==> config.mk <==
export PLATFORM = sky130hd
export DESIGN_NAME = max_track4b
export DESIGN_NICKNAME = d
export VERILOG_FILES = /design/src/rtl/max_track4b.sv
export SDC_FILE = /design/constraint.sdc
export NUM_CORES = 1
export LEC_CHECK = 0
export ABC_AREA = 1
export CORE_MARGIN = 1
export CORE_UTILIZATION = 42
export DETAILED_ROUTE_END_ITERATION = 10
export PLACE_DENSITY_LB_ADDON = 0.12
export SYNTH_ARGS = -nofsm -noshare
export SYNTH_HDL_FRONTEND = slang
export SYNTH_SLANG_ARGS = --single-unit
==> constraint.sdc <==
create_clock -name clk -period 1.4 [get_ports clk]
set_clock_uncertainty 0.2 [all_clocks]
set_input_delay 0.42 -clock clk [delete_from_list [all_inputs] [get_ports clk]]
set_output_delay 0.42 -clock clk [all_outputs]
set_load 0.01 [all_outputs]
==> src/rtl/max_track4b.sv <==
// max_track4b: windowed running-maximum tracker driving an external 4-bit
// magnitude comparator (in_data on x, cmp_y on y) and consuming its
// eq/lt/gt results in the same cycle.
// Optional build macro: MAXTRK_CMP_CHECK_EN enables the sticky comparator
// consistency check on cmp_err; without it cmp_err is tied low.
module max_track4b #(
  parameter int unsigned WINDOW = 8
) (
  input  logic       clk,
  input  logic       rst_b,
  input  logic       start,
  input  logic       in_valid,
  input  logic [3:0] in_data,
  output logic       in_ready,
  output logic [3:0] cmp_y,
  input  logic       cmp_eq,
  input  logic       cmp_lt,
  input  logic       cmp_gt,
  output logic [3:0] max_val,
  output logic [3:0] new_max_cnt,
  output logic [3:0] eq_cnt,
  output logic       done,
  output logic       cmp_err,
  output logic [3:0] state
);

  localparam int unsigned CW = $clog2(WINDOW + 1);

  typedef enum logic [3:0] {
    IDLE  = 4'b1000,
    FIRST = 4'b0100,
    RUN   = 4'b0010,
    DONE  = 4'b0001
  } state_t;

  state_t          state_q, state_d;
  logic [3:0]      max_q;
  logic [3:0]      nmax_q;
  logic [3:0]      eq_q;
  logic [CW-1:0]   cnt_q;
  logic            last_acc;
  logic            upd_gt;
  logic            upd_eq;

  // The accept that brings the count to WINDOW is the last of the window.
  assign last_acc = (cnt_q == CW'(WINDOW - 1));

  // A sample flagged "less than" never touches the max or the counters,
  // even if the comparator also raised gt/eq alongside it.
  assign upd_gt = cmp_gt & ~cmp_lt;
  assign upd_eq = cmp_eq & ~cmp_lt;

  // State register.
  always_ff @(posedge clk) begin
    if (!rst_b) state_q <= IDLE;
    else        state_q <= state_d;
  end

  // Next-state and state-decoded handshake/done outputs.
  always_comb begin
    state_d  = state_q;
    in_ready = 1'b0;
    done     = 1'b0;
    case (state_q)
      IDLE: begin
        if (start) state_d = FIRST;
      end
      FIRST: begin
        in_ready = 1'b1;
        if (in_valid) state_d = (WINDOW == 1) ? DONE : RUN;
      end
      RUN: begin
        in_ready = 1'b1;
        if (in_valid && last_acc) state_d = DONE;
      end
      DONE: begin
        done    = 1'b1;
        state_d = IDLE;
      end
      default: state_d = IDLE;
    endcase
  end

  // Datapath: maximum, event counters and sample count.
  always_ff @(posedge clk) begin
    if (!rst_b) begin
      max_q  <= '0;
      nmax_q <= '0;
      eq_q   <= '0;
      cnt_q  <= '0;
    end else begin
      case (state_q)
        IDLE: begin
          if (start) begin
            max_q  <= '0;
            nmax_q <= '0;
            eq_q   <= '0;
            cnt_q  <= '0;
          end
        end
        FIRST: begin
          if (in_valid) begin
            max_q <= in_data;
            cnt_q <= CW'(1);
          end
        end
        RUN: begin
          if (in_valid) begin
            cnt_q <= cnt_q + CW'(1);
            if (upd_gt) begin
              max_q <= in_data;
              if (nmax_q != '1) nmax_q <= nmax_q + 4'd1;
            end
            if (upd_eq && (eq_q != '1)) eq_q <= eq_q + 4'd1;
          end
        end
        default: ;
      endcase
    end
  end

`ifdef MAXTRK_CMP_CHECK_EN
  logic       err_q;
  logic [1:0] hot_sum;
  logic       arith_bad;

  assign hot_sum   = 2'(cmp_eq) + 2'(cmp_lt) + 2'(cmp_gt);
  assign arith_bad = (cmp_gt != (in_data >  max_q)) ||
                     (cmp_lt != (in_data <  max_q)) ||
                     (cmp_eq != (in_data == max_q));

  // Sticky comparator-consistency flag, checked on RUN accepts only.
  always_ff @(posedge clk) begin
    if (!rst_b) begin
      err_q <= 1'b0;
    end else if ((state_q == IDLE) && start) begin
      err_q <= 1'b0;
    end else if ((state_q == RUN) && in_valid &&
                 ((hot_sum != 2'd1) || arith_bad)) begin
      err_q <= 1'b1;
    end
  end

  assign cmp_err = err_q;
`else
  assign cmp_err = 1'b0;
`endif

  assign cmp_y       = max_q;
  assign max_val     = max_q;
  assign new_max_cnt = nmax_q;
  assign eq_cnt      = eq_q;
  assign state       = state_q;

endmodule

; ---- Yosys cells after proc, flatten, opt, wreduce, memory -nomap -nowiden
; Index checks and enable logic that the tools add are counted.
[op_classes]
reduce_logical = 10
n_addsub = 3
bitwise = 3
eq_ne = 14
muxes = 21
[op_table]
columns = cell, n
row1 = $mux W4, 14
row2 = $pmux W4 S3, 3
row3 = $pmux W4 S2, 2
row4 = $ne A2 B2 Y1 const B, 7
row5 = $add A4 B1 Y4 const B, 3
row6 = $reduce_and A5 Y1, 2
row7 = $eq A4 B3 Y1 const B, 2
row8 = $ne A4 B4 Y1 const B, 2
row9 = $reduce_and A4 Y1, 2
row10 = $eq A4 B1 Y1 const B, 1
row11 = $eq A4 B2 Y1 const B, 1
row12 = $eq A4 B4 Y1 const B, 1
row13 = $reduce_and A3 Y1, 1
row14 = $reduce_bool A3 Y1, 1
row15 = $and A1 B1 Y1, 2
row16 = $logic_and A1 B1 Y1, 2
row17 = $mux W1, 2
row18 = $reduce_bool A2 Y1, 1
row19 = $reduce_or A2 Y1, 1
row20 = $not A1 Y1, 1
[word_totals]
ff_bits = 20

; ---- Longest topological paths before layout
[depth]
word_depth = 6
ltp_mapped = 10
depth_no_buf = 10

; ---- Worst setup path after synthesis
; OpenSTA, ideal clock, no wires.
[synth_path]
kind = register -> output
startpoint = register state_q[1], in the netlist state[1]
endpoint = output port in_ready
stages_incl_launch_ff = 6
path_buffers = 1
setup_slack_ns = -0.186
arrival_ns = 0.966
t_required_ns = 0.780
path_cell_list = dfxtp_1 -> inv_1 -> nor2_1 -> nand2_1 -> buf_2 -> nand2_2
[synth_between]
elab_chain_len = 3
[synth_rtl]
columns = element, line_no
row1 = start: declaration, 36  ; state_t state_q, state_d;
row2 = start signal: assignment, 56  ; else state_q <= state_d;
row3 = $eq A4 B2 Y1 or $eq A4 B3 Y1 (tied branches), 64  ; case (state_q)
row4 = $reduce_or A2 Y1 (no line) (*), n/a
row5 = $mux W1 (*), 64
row6 = end: declaration, 14  ; output logic in_ready,
; Every way passes the cells marked *; elsewhere a longest branch is shown, timed or not.

; ---- Final worst setup path
[layout_path]
startpoint = register state_q[3], in the netlist state[3]
endpoint = output port in_ready
; Same word-level chain as after synthesis.

==> summary.txt <==
Run status
  • Status: finished with violations
  • Violated checks: setup timing

STA
  • Pins over their slew limit: 0
  • Hold violation count in the final report: 0
  • RSZ-0062 raised after global routing: true
  • Number of failing setup endpoints in the final timing report: 37
  • Smallest setup slack after layout: -344 ps
  • Final Cycle Share: 125%
  • Max Clk Rate: 0.573 GHz
  • Final critical path time including I/O delays and setup: 1740 ps
  • Setup_tns: -5480 ps

Pwr
  • Total leakage power: 0.944 nW
  • Pwr Density: 1370 nW/um^2
  • Post-route total power: 0.00298 W
  • VDD IR-drop max: 1.13 mV

Placement
  • HPWL after detailed placement: 2.40 mm
  • Number of I/O port buffers: 32
  • Total instance count after detailed placement: 260
  • Last weighted congestion value of the routability-driven placer: 0.917
  • Worst setup timing slack at the placement stage: -524 ps

Route
  • Average detailed-routed wire length per instance: 14.2 um
  • Total iterations of the first detailed-routing run: 4
  • Remaining antenna violation count: 0
  • Remaining DRCs: 0
  • Drt initial violations: 35
  • Vias per std cell: 5.21
  • Total Routed Length: 3.85 mm
  • Vias: 1412

Setup path
  • Library cell contributing the largest single delay on the critical path: sky130_fd_sc_hd__dfxtp_4
  • Worst Path Buf+Inv: 1
  • Cell type group with the largest total delay on the critical path: flip-flops
  • Slowest Stage Delay on Critical Path: 390 ps
  • Data arrival time at the worst-slack endpoint: 1120 ps
  • Crit start category: flop
  • Critical path data required time: 780 ps
  • Kind of end point of the critical path: primary output
  • Ordered list of cells on the worst path: nor2_2 -> nand2_4 -> nand2_4 -> buf_6
  • Top cell by count, worst path: sky130_fd_sc_hd__nand2_4
  • Worst Path Max Fanout: 4
  • Startpoint-to-endpoint class of the critical path: reg -> out

Run
  • Max-Cap Viols: 0

Logic synthesis
  • Post-Syn Nets: 187
  • Seq/Total Area, Yosys: 34.6%
  • Synthesis-stage register bit count: 20
  • Yosys warning count: 0
  • Netlist Area Pre-Place: 1160 sq um
  • Mapped Avg Cell Area: 6.70 sq um
  • Count of unique library cells instantiated by Yosys: 24
  • Post-synthesis instance total: 173

Global routing
  • First-pass GRT wire length: 5.59 mm
  • Via count of the first global-routing pass: 1322
  • Largest net degree at the start of global routing: 13
  • Final global-route overflow total: 0
  • Global-route total usage across every layer: 27.0%
  • Number of antenna violations at the first check in global routing: 0

Die
  • Standard-cell row count: 18
  • Die Y-Extent: 54.5 um
  • Die width: 54.5 um
  • Die area: 2970 sq um
  • Top-level I/O count: 34
  • Starting density of the core: 45.5%
  • Core outline area: 2540 sq um

Final layout
  • Relative area change from synthesis to final layout: 87.7%
  • Most common cell after layout, fill and taps aside: sky130_fd_sc_hd__buf_6
  • Net count of the finished layout: 257
  • Most frequent cells in the layout: 30 x sky130_fd_sc_hd__buf_6, 29 x sky130_fd_sc_hd__nand2_1, 29 x sky130_fd_sc_hd__buf_4
  • Ant. Diodes: 0
  • Share of layout cells above drive strength 1: 58.9%
  • Count of placed standard cells in the final layout, fillers left out: 271
  • Post-layout util: 85.4%

CTS
  • TritonCTS buffer count: 3
  • Clk Latency, worst-skew pair: 320 ps
  • Clock Root Buffer: sky130_fd_sc_hd__clkbuf_4
  • H-tree depth: 1
  • Clock input transition at the sequential cells of the worst setup and hold paths: 120 ps
  • Total of hold buffers inserted after clock tree synthesis: 0
  • Number of clock sinks seen by CTS: 20
  • Max Buffers Root-to-Sink: 2
  • CTS tree: yes

Min path
  • Worst hold-check path type: reg -> reg
-- repair_timing --
action	CTS	global route
endpoints found under the setup margin	41	42
pin swaps	12	15
buffers inserted	7	1
gates resized for setup	145	36
-- kinds of logic after synthesis --
| logic type | Yosys count | share of synthesized area, % |
|---|---|---|
| buffers and inverters | 24 | 9.50 |
| adders and majority gates | 3 | 3.24 |
| and+or+nand+nor | 103 | 40.6 |
| other | 1 | 0.324 |
| AOI/OAI and AO/OA | 17 | 7.99 |
| xor gates and xnor gates | 5 | 3.78 |
| DFF | 20 | 34.6 |
-- area by class of cell --
class / instances / area [sq um]
Inverter: 17 / 71.3
Timing Repair Buffer: 72 / 701
Clock buffer: 3 / 22.5
Tap cell: 30 / 37.5
Multi-Input combinational cell: 129 / 897
Fill cell: 145 / 370
Sequential cell: 20 / 445
-- sequential cells by signal, indices dropped and copies added (netlist names) --
signal and count:
cmp_y 4, cnt_q 4, eq_cnt 4, new_max_cnt 4, state 4
-- worst paths after layout --
check	slack, ps	start	cells after the start	end
setup / recovery	-340	state[3]	4	in_ready
hold / removal	300	cnt_q[3]	2	cnt_q[3]
setup reg to reg	-280	state[3]	10	cnt_q[0]
hold reg to reg	300	cnt_q[3]	2	cnt_q[3]
-- where the power goes --
part	leakage (nW)	total, W	switching (W)	internal (W)
registers	0.172	0.000860	0.000139	0.000721
clock network	0.0138	0.000287	0.000186	0.000101
logic	0.758	0.00183	0.000905	0.000926
-- worst min-delay path: stages, from the launching register on --
cell	delay, ps
sky130_fd_sc_hd__dfxtp_1	350
sky130_fd_sc_hd__nand2_2	70
sky130_fd_sc_hd__a21oi_2	40
-- synthesized netlist by cell type --
master | n | area, sq um
sky130_fd_sc_hd__a21oi_1 | 11 | 55.1
sky130_fd_sc_hd__buf_2 | 1 | 5.00
sky130_fd_sc_hd__buf_4 | 5 | 37.5
sky130_fd_sc_hd__clkbuf_1 | 1 | 3.75
sky130_fd_sc_hd__clkinv_1 | 1 | 3.75
sky130_fd_sc_hd__conb_1 | 1 | 3.75
sky130_fd_sc_hd__dfxtp_1 | 20 | 400
sky130_fd_sc_hd__ha_1 | 3 | 37.5
sky130_fd_sc_hd__inv_1 | 15 | 56.3
sky130_fd_sc_hd__inv_2 | 1 | 3.75
sky130_fd_sc_hd__nand2_1 | 44 | 165
sky130_fd_sc_hd__nand2_2 | 5 | 31.3
sky130_fd_sc_hd__nand3_1 | 12 | 60.1
sky130_fd_sc_hd__nand3_2 | 3 | 30.0
sky130_fd_sc_hd__nand4_1 | 5 | 31.3
sky130_fd_sc_hd__nor2_1 | 27 | 101
sky130_fd_sc_hd__nor2_2 | 3 | 18.8
sky130_fd_sc_hd__nor2_4 | 2 | 22.5
sky130_fd_sc_hd__nor3_1 | 2 | 10.0
sky130_fd_sc_hd__o21ai_0 | 3 | 15.0
sky130_fd_sc_hd__o21ai_1 | 1 | 5.00
sky130_fd_sc_hd__o21ai_2 | 2 | 17.5
sky130_fd_sc_hd__xnor2_1 | 3 | 26.3
sky130_fd_sc_hd__xor2_1 | 2 | 17.5
-- stage by stage --
step / hold WS, ps / area (sq um)
floorplan: 270 / 1260
global placement: 278 / 1810
detailed placement: 294 / 1810
CTS: 327 / 2030
global route: 312 / 2170
finish: 301 / 2170
-- layer usage --
| metal | global-route usage (%) | vias up | part of all wire (%) |
|---|---|---|---|
| met1 | 29.1 | 643 | 38 |
| met3 | 5.83 | 20 | 5.8 |
| li1 | - | 680 | - |
| met2 | 47.8 | 69 | 51 |
| met5 | 0 | - | 0 |
| met4 | 16.2 | 0 | 5.3 |
Power figures use the tool's default switching activity.
==> patch 1 (same settings) <==
Add a define of `MAXTRK_CMP_CHECK_EN`.
--- a/src/rtl/max_track4b.sv
+++ b/src/rtl/max_track4b.sv
@@ -4,4 +4,6 @@
 // Optional build macro: MAXTRK_CMP_CHECK_EN enables the sticky comparator
 // consistency check on cmp_err; without it cmp_err is tied low.
+`define MAXTRK_CMP_CHECK_EN
+
 module max_track4b #(
   parameter int unsigned WINDOW = 8
Formal check against the unedited RTL: not equivalent (a bounded check fails within 4 cycles, from zero or initial values and one cycle with rst_b low).
==> patch 1 against the unedited design <==
  * The run still ends with setup timing left
  * Sequential cell count up 1
  * Critical path depth is 5 higher
  * Final area increased by 16%
  * Routed wire length is 22% higher
  * Core utilization is 1.9 points lower
  * Highest routed layer unchanged
  * Synthesized area grew 14%
  * Worst setup slack got worse by 0.053 ns
  * Fmax fell by 3.0%
  * Sequential share of layout area shrank 2.6 points
  * Non-clock buffer count grew 15
  * Clock power grew 9.8%
  * Total power is 32% lower
  * Register-to-register slack got worse by 0.12 ns
  * First-iteration DRC count up 69%
==> patch 1: results (changes against the unedited design) <==
[layout]
drive_above_1_share_pct=60.1  ; +1.2 points
layout.nets=293  ; +14%

[min_path]
min_from=cnt_q[2]$_SDFFE_PN0P_
min_to=cnt_q[2]$_SDFFE_PN0P_

[yosys]
yosysSeqAreaShare_pct=31.8  ; -2.8 points
netlist_top_cells_area=dfxtp_1, nand2_1, ha_1, nand3_1, inv_1
synth_area_per_cell_sq_um=7.08  ; +5.7%
synth_common_cells=nand2_1, dfxtp_1, inv_1, nor2_1, nand3_1
yosysUniqueCellTypes=28  ; +17%

[global_routing]
grt_pass1_vias=1606  ; +21%
grt_pass1_wl_mm=6.78  ; +21%
grt_max_degree=12  ; -1
grt_util_all_layers_pct=26.2  ; -0.81 points

[critical_path]
arrival_ns=1.81  ; +0.69 ns
crit_path_max_fanout=8  ; +4
ff2ff_path_depth=9  ; -1
rr_startpoint=state[1]$_SDFFE_PN0P_

[placed_design]
post-place-ws_ns=-0.797  ; -0.273 ns
port_buffers=33  ; +3.1%
place_area_sq_mm=0.00206  ; +14%
dp_cells=295  ; +13%
dp_hpwl_mm=2.74  ; +14%

[run_status]
violations=setup timing
status=finished with violations

[power]
p_leak_nw=1.13  ; +20%

[route]
drtIter0Drc=59  ; +69%
wl_mm=4.70  ; +22%

[timing]
setup_viol_count_final=42  ; +14%
fin_ws_ns=-0.397  ; -0.0532 ns
whs_ns=0.298  ; -0.00235 ns

patch 1: layer usage:
metal	vias up	track usage (%)	share of wire, %
met2	74	50.9	55
met1	774	28.7	37
met4	0	10.2	3.9
met5	-	0	0
met3	21	2.90	4.2
li1	778	-	-
patch 1: layout make-up:
cell class	instances	area (sq um)
multi-input cells	136	1060
flip-flops and latches	21	452
fillers	186	498
well taps	44	55.1
repair buffers	87	828
inverters	25	111
clock buffers	4	26.3
patch 1: through the flow:
| stage | util [%] | setup TNS, ns |
|---|---|---|
| finish | 83.6 | -7.90 |
| global route | 83.6 | -10.06 |
| CTS | 79.1 | -6.30 |
| detailed placement | 67.9 | -15.68 |
| global placement | 67.9 | -14.86 |
| floorplan | - | -2.88 |
patch 1: worst max-delay path by stage:
| stage | slack, ns | startpoint | cells after the start | endpoint |
|---|---|---|---|---|
| after detailed placement | -0.80 | cmp_eq | 9 | cmp_err$_SDFFE_PP0P_ |
| after global placement | -0.74 | cmp_eq | 9 | cmp_err$_SDFFE_PP0P_ |
| after global routing | -0.47 | state[1]$_SDFFE_PN0P_ | 9 | cmp_y[3]$_SDFFE_PN0P_ |
| final | -0.40 | state[1]$_SDFFE_PN0P_ | 9 | cmp_y[3]$_SDFFE_PN0P_ |
| after CTS | -0.32 | state[3]$_SDFFE_PN1P_ | 4 | in_ready |
| after floorplan | -0.25 | cmp_eq | 8 | cmp_err$_SDFFE_PP0P_ |
patch 1: timing repair:
item / 4_1_cts / 5_1_grt
setup buffers: 14 / 5
gates resized for setup: 184 / 26
endpoints found under the setup margin: 43 / 43
pin swaps: 25 / 8
patch 1: logic make-up (layout without fill, tap and decap cells):
family	after synthesis	count (layout)	share of synthesized area [%]
flip-flops	21	21	31.8
adder cells (fa/ha/maj)	8	8	8.13
AND/OR/NAND/NOR	100	100	37.6
AO/OA/AOI/OAI	23	23	9.55
XOR/XNOR	5	5	3.31
buffers and inverters	30	116	9.64
patch 1: worst max-delay path: stages, from the launching register on:
cell and delay (ns):
dfxtp_4 0.39, nor2_4 0.14, buf_4 0.15, nand3_4 0.09
nand3_2 0.11, nand2_4 0.07, nor2_4 0.24, nand2_1 0.09
o21ai_1 0.14, nor2_1 0.07
patch 1: report_power, final:
group | internal [mW] | leakage [nW] | switching (mW) | total, mW
registers | 0.646 | 0.179 | 0.0471 | 0.693
clock network | 0.111 | 0.0150 | 0.203 | 0.315
logic | 0.510 | 0.935 | 0.509 | 1.02
total | 1.27 | 1.13 | 0.760 | 2.03
==> patch 2 (config.mk and constraints unchanged) <==
Without the edit above. Register the output `new_max_cnt` once more, cleared by the reset; this adds one clock of latency there. The other outputs are not delayed to match.
--- a/src/rtl/max_track4b.sv
+++ b/src/rtl/max_track4b.sv
@@ -149,5 +149,11 @@
   assign cmp_y       = max_q;
   assign max_val     = max_q;
-  assign new_max_cnt = nmax_q;
+  always_ff @(posedge clk) begin
+    if (!rst_b) begin
+      new_max_cnt <= '0;
+    end else begin
+      new_max_cnt <= nmax_q;
+    end
+  end
   assign eq_cnt      = eq_q;
   assign state       = state_q;
Behaviour: not the same (a bounded check fails within 4 cycles, from zero or initial values and one cycle with rst_b low).
==> patch 2 against the unedited design <==
  * Sequential cell count rose by 4
  * Synthesized area rose by 9.1%
  * The run ends with DRC, setup timing left
  * Combinational power rose by 16%
  * Worst setup slack got worse by 0.0070 ns
  * Routed wire length rose by 10%
  * Fmax fell by 0.40%
  * Register-to-register slack got worse by 0.03 ns
  * Total power rose by 22%
  * Final area rose by 7.2%
  * Count of clock-buffer cells in the layout did not move
==> patch 2: results (changes against the unedited design) <==
[clocking]
post-cts-setup-buffers=8  ; +1
cts_resized=158  ; +9.0%
cts_made_buffers=3  ; unchanged

[yosys]
synthFlopType=dfxtp_1
yosysUniqueCellTypes=27  ; +13%
syn-num-nets=194  ; +3.7%
netlist_top_cells_area=dfxtp_1, nand2_1, nor2_1, nand3_1, inv_1
synth_common_cells=nand2_1, nor2_1, dfxtp_1, inv_1, nand3_1
yosysSeqAreaShare_pct=38.0  ; +3.5 points

[global_routing]
met3_usage_pct=2.53  ; -3.3 points
grt_util_all_layers_pct=24.9  ; -2.1 points
grt_use_met2_pct=48.0  ; +0.19 points
use_met1_pct=28.6  ; -0.51 points
grt_pass1_vias=1463  ; +11%
grt_pass1_wl_mm=6.35  ; +14%
grt_max_degree=15  ; +2

[run_status]
violations=DRC, setup timing
status=finished with violations

[min_path]
min_to=new_max_cnt[3]$_SDFF_PN0_
holdCritPathClass=reg2reg
hold_depth=2  ; unchanged
min_from=nmax_q[3]$_SDFFE_PN0P_

[route]
m1WireLength_mm=1.68  ; +14%
dr.pass1.iters=7  ; +3
wl_mm=4.25  ; +10%
remaining_drc_errors=6  ; +6
top_layer=met4
via_per_inst=5.22  ; +0.21%
drtIter0Drc=62  ; +77%
wl_met2_mm=2.29  ; +18%
wl_met3_um=153  ; -32%

[power]
p_leak_nw=1.04  ; +9.8%
p_int_mw=2.20  ; +26%
ir_drop_mv=1.19  ; +5.8%

[critical_path]
cpPeakStageDelay_ns=0.42  ; +0.03 ns
r2r_slack_ns=-0.31  ; -0.03 ns
path_delay_family=flip-flops
ff2ff_path_depth=9  ; -1
crit_path_max_fanout=3  ; -1
r2r_end=cmp_y[3]$_SDFFE_PN0P_
startpoint=state[2]$_SDFFE_PN0P_

[placed_design]
gp_congestion=0.897  ; -2.2%
place_area_sq_mm=0.00186  ; +3.0%
dp_hpwl_mm=2.38  ; -0.84%

[layout]
drive_above_1_share_pct=57.9  ; -1.0 points
layout.nets=269  ; +4.7%
fill_cells=169  ; +17%
multi_input_area_sq_um=931  ; +3.8%

[timing]
setup_viol_count_final=35  ; -5.4%
fin_ws_ns=-0.351  ; -0.00698 ns

==> patch 2: cell count changes after synthesis, sizes merged, moves of 2 or more <==
| cell | unedited run | this run |
|---|---|---|
| dfxtp | 20 | 24 |
| nand2 | 49 | 47 |
| inv | 16 | 18 |
| nand3 | 15 | 18 |
| nand4 | 5 | 3 |
| a21oi | 11 | 7 |
==> patch 2: layout make-up <==
cell class | instances | area share, %
Multi-Input combinational cell | 130 | 39.9
Timing Repair Buffer | 78 | 30.7
Sequential cell | 24 | 22.0
Inverter | 18 | 3.44
Tap cell | 31 | 1.66
Clock inverter | 1 | 1.29
Clock buffer | 3 | 0.966
==> patch 2: tightest hold or removal path: stages, from the launching register on <==
cell and delay (ns):
dfxtp_1 0.38, nand2_1 0.07, inv_1 0.03
==> patch 2: through the flow <==
stage / hold slack (ns) / power [mW] / TNS [ns] / std cells / setup WS, ns
detailed placement: 0.270 / 2.37 / -12.01 / 266 / -0.544
global route: 0.324 / 3.84 / -7.38 / 285 / -0.413
CTS: 0.288 / 3.22 / -4.78 / 276 / -0.320
finish: 0.305 / 3.63 / -5.27 / 285 / -0.351
floorplan: 0.237 / 1.74 / -0.153 / 180 / -0.0229
global placement: 0.266 / 2.33 / -11.12 / 266 / -0.511
==> patch 2: kinds of logic (layout without fill, tap and decap cells) <==
group	count (synthesis)	in the layout	synth area share (%)
simple gates	105	105	37.8
buf+inv	26	100	10.1
flops	24	24	38.0
compound gates	16	16	7.33
xor+xnor	5	5	3.47
fa+ha+maj	3	3	2.97
other cells	1	1	0.297
==> patch 2: power groups by stage <==
stage	Combinational, mW	Sequential (mW)	Clock (mW)
finish	2.12	1.01	0.500
global route	2.27	1.03	0.534
CTS	1.71	1.00	0.518
detailed placement	1.40	0.968	0
global placement	1.37	0.958	0
floorplan	0.720	1.02	0
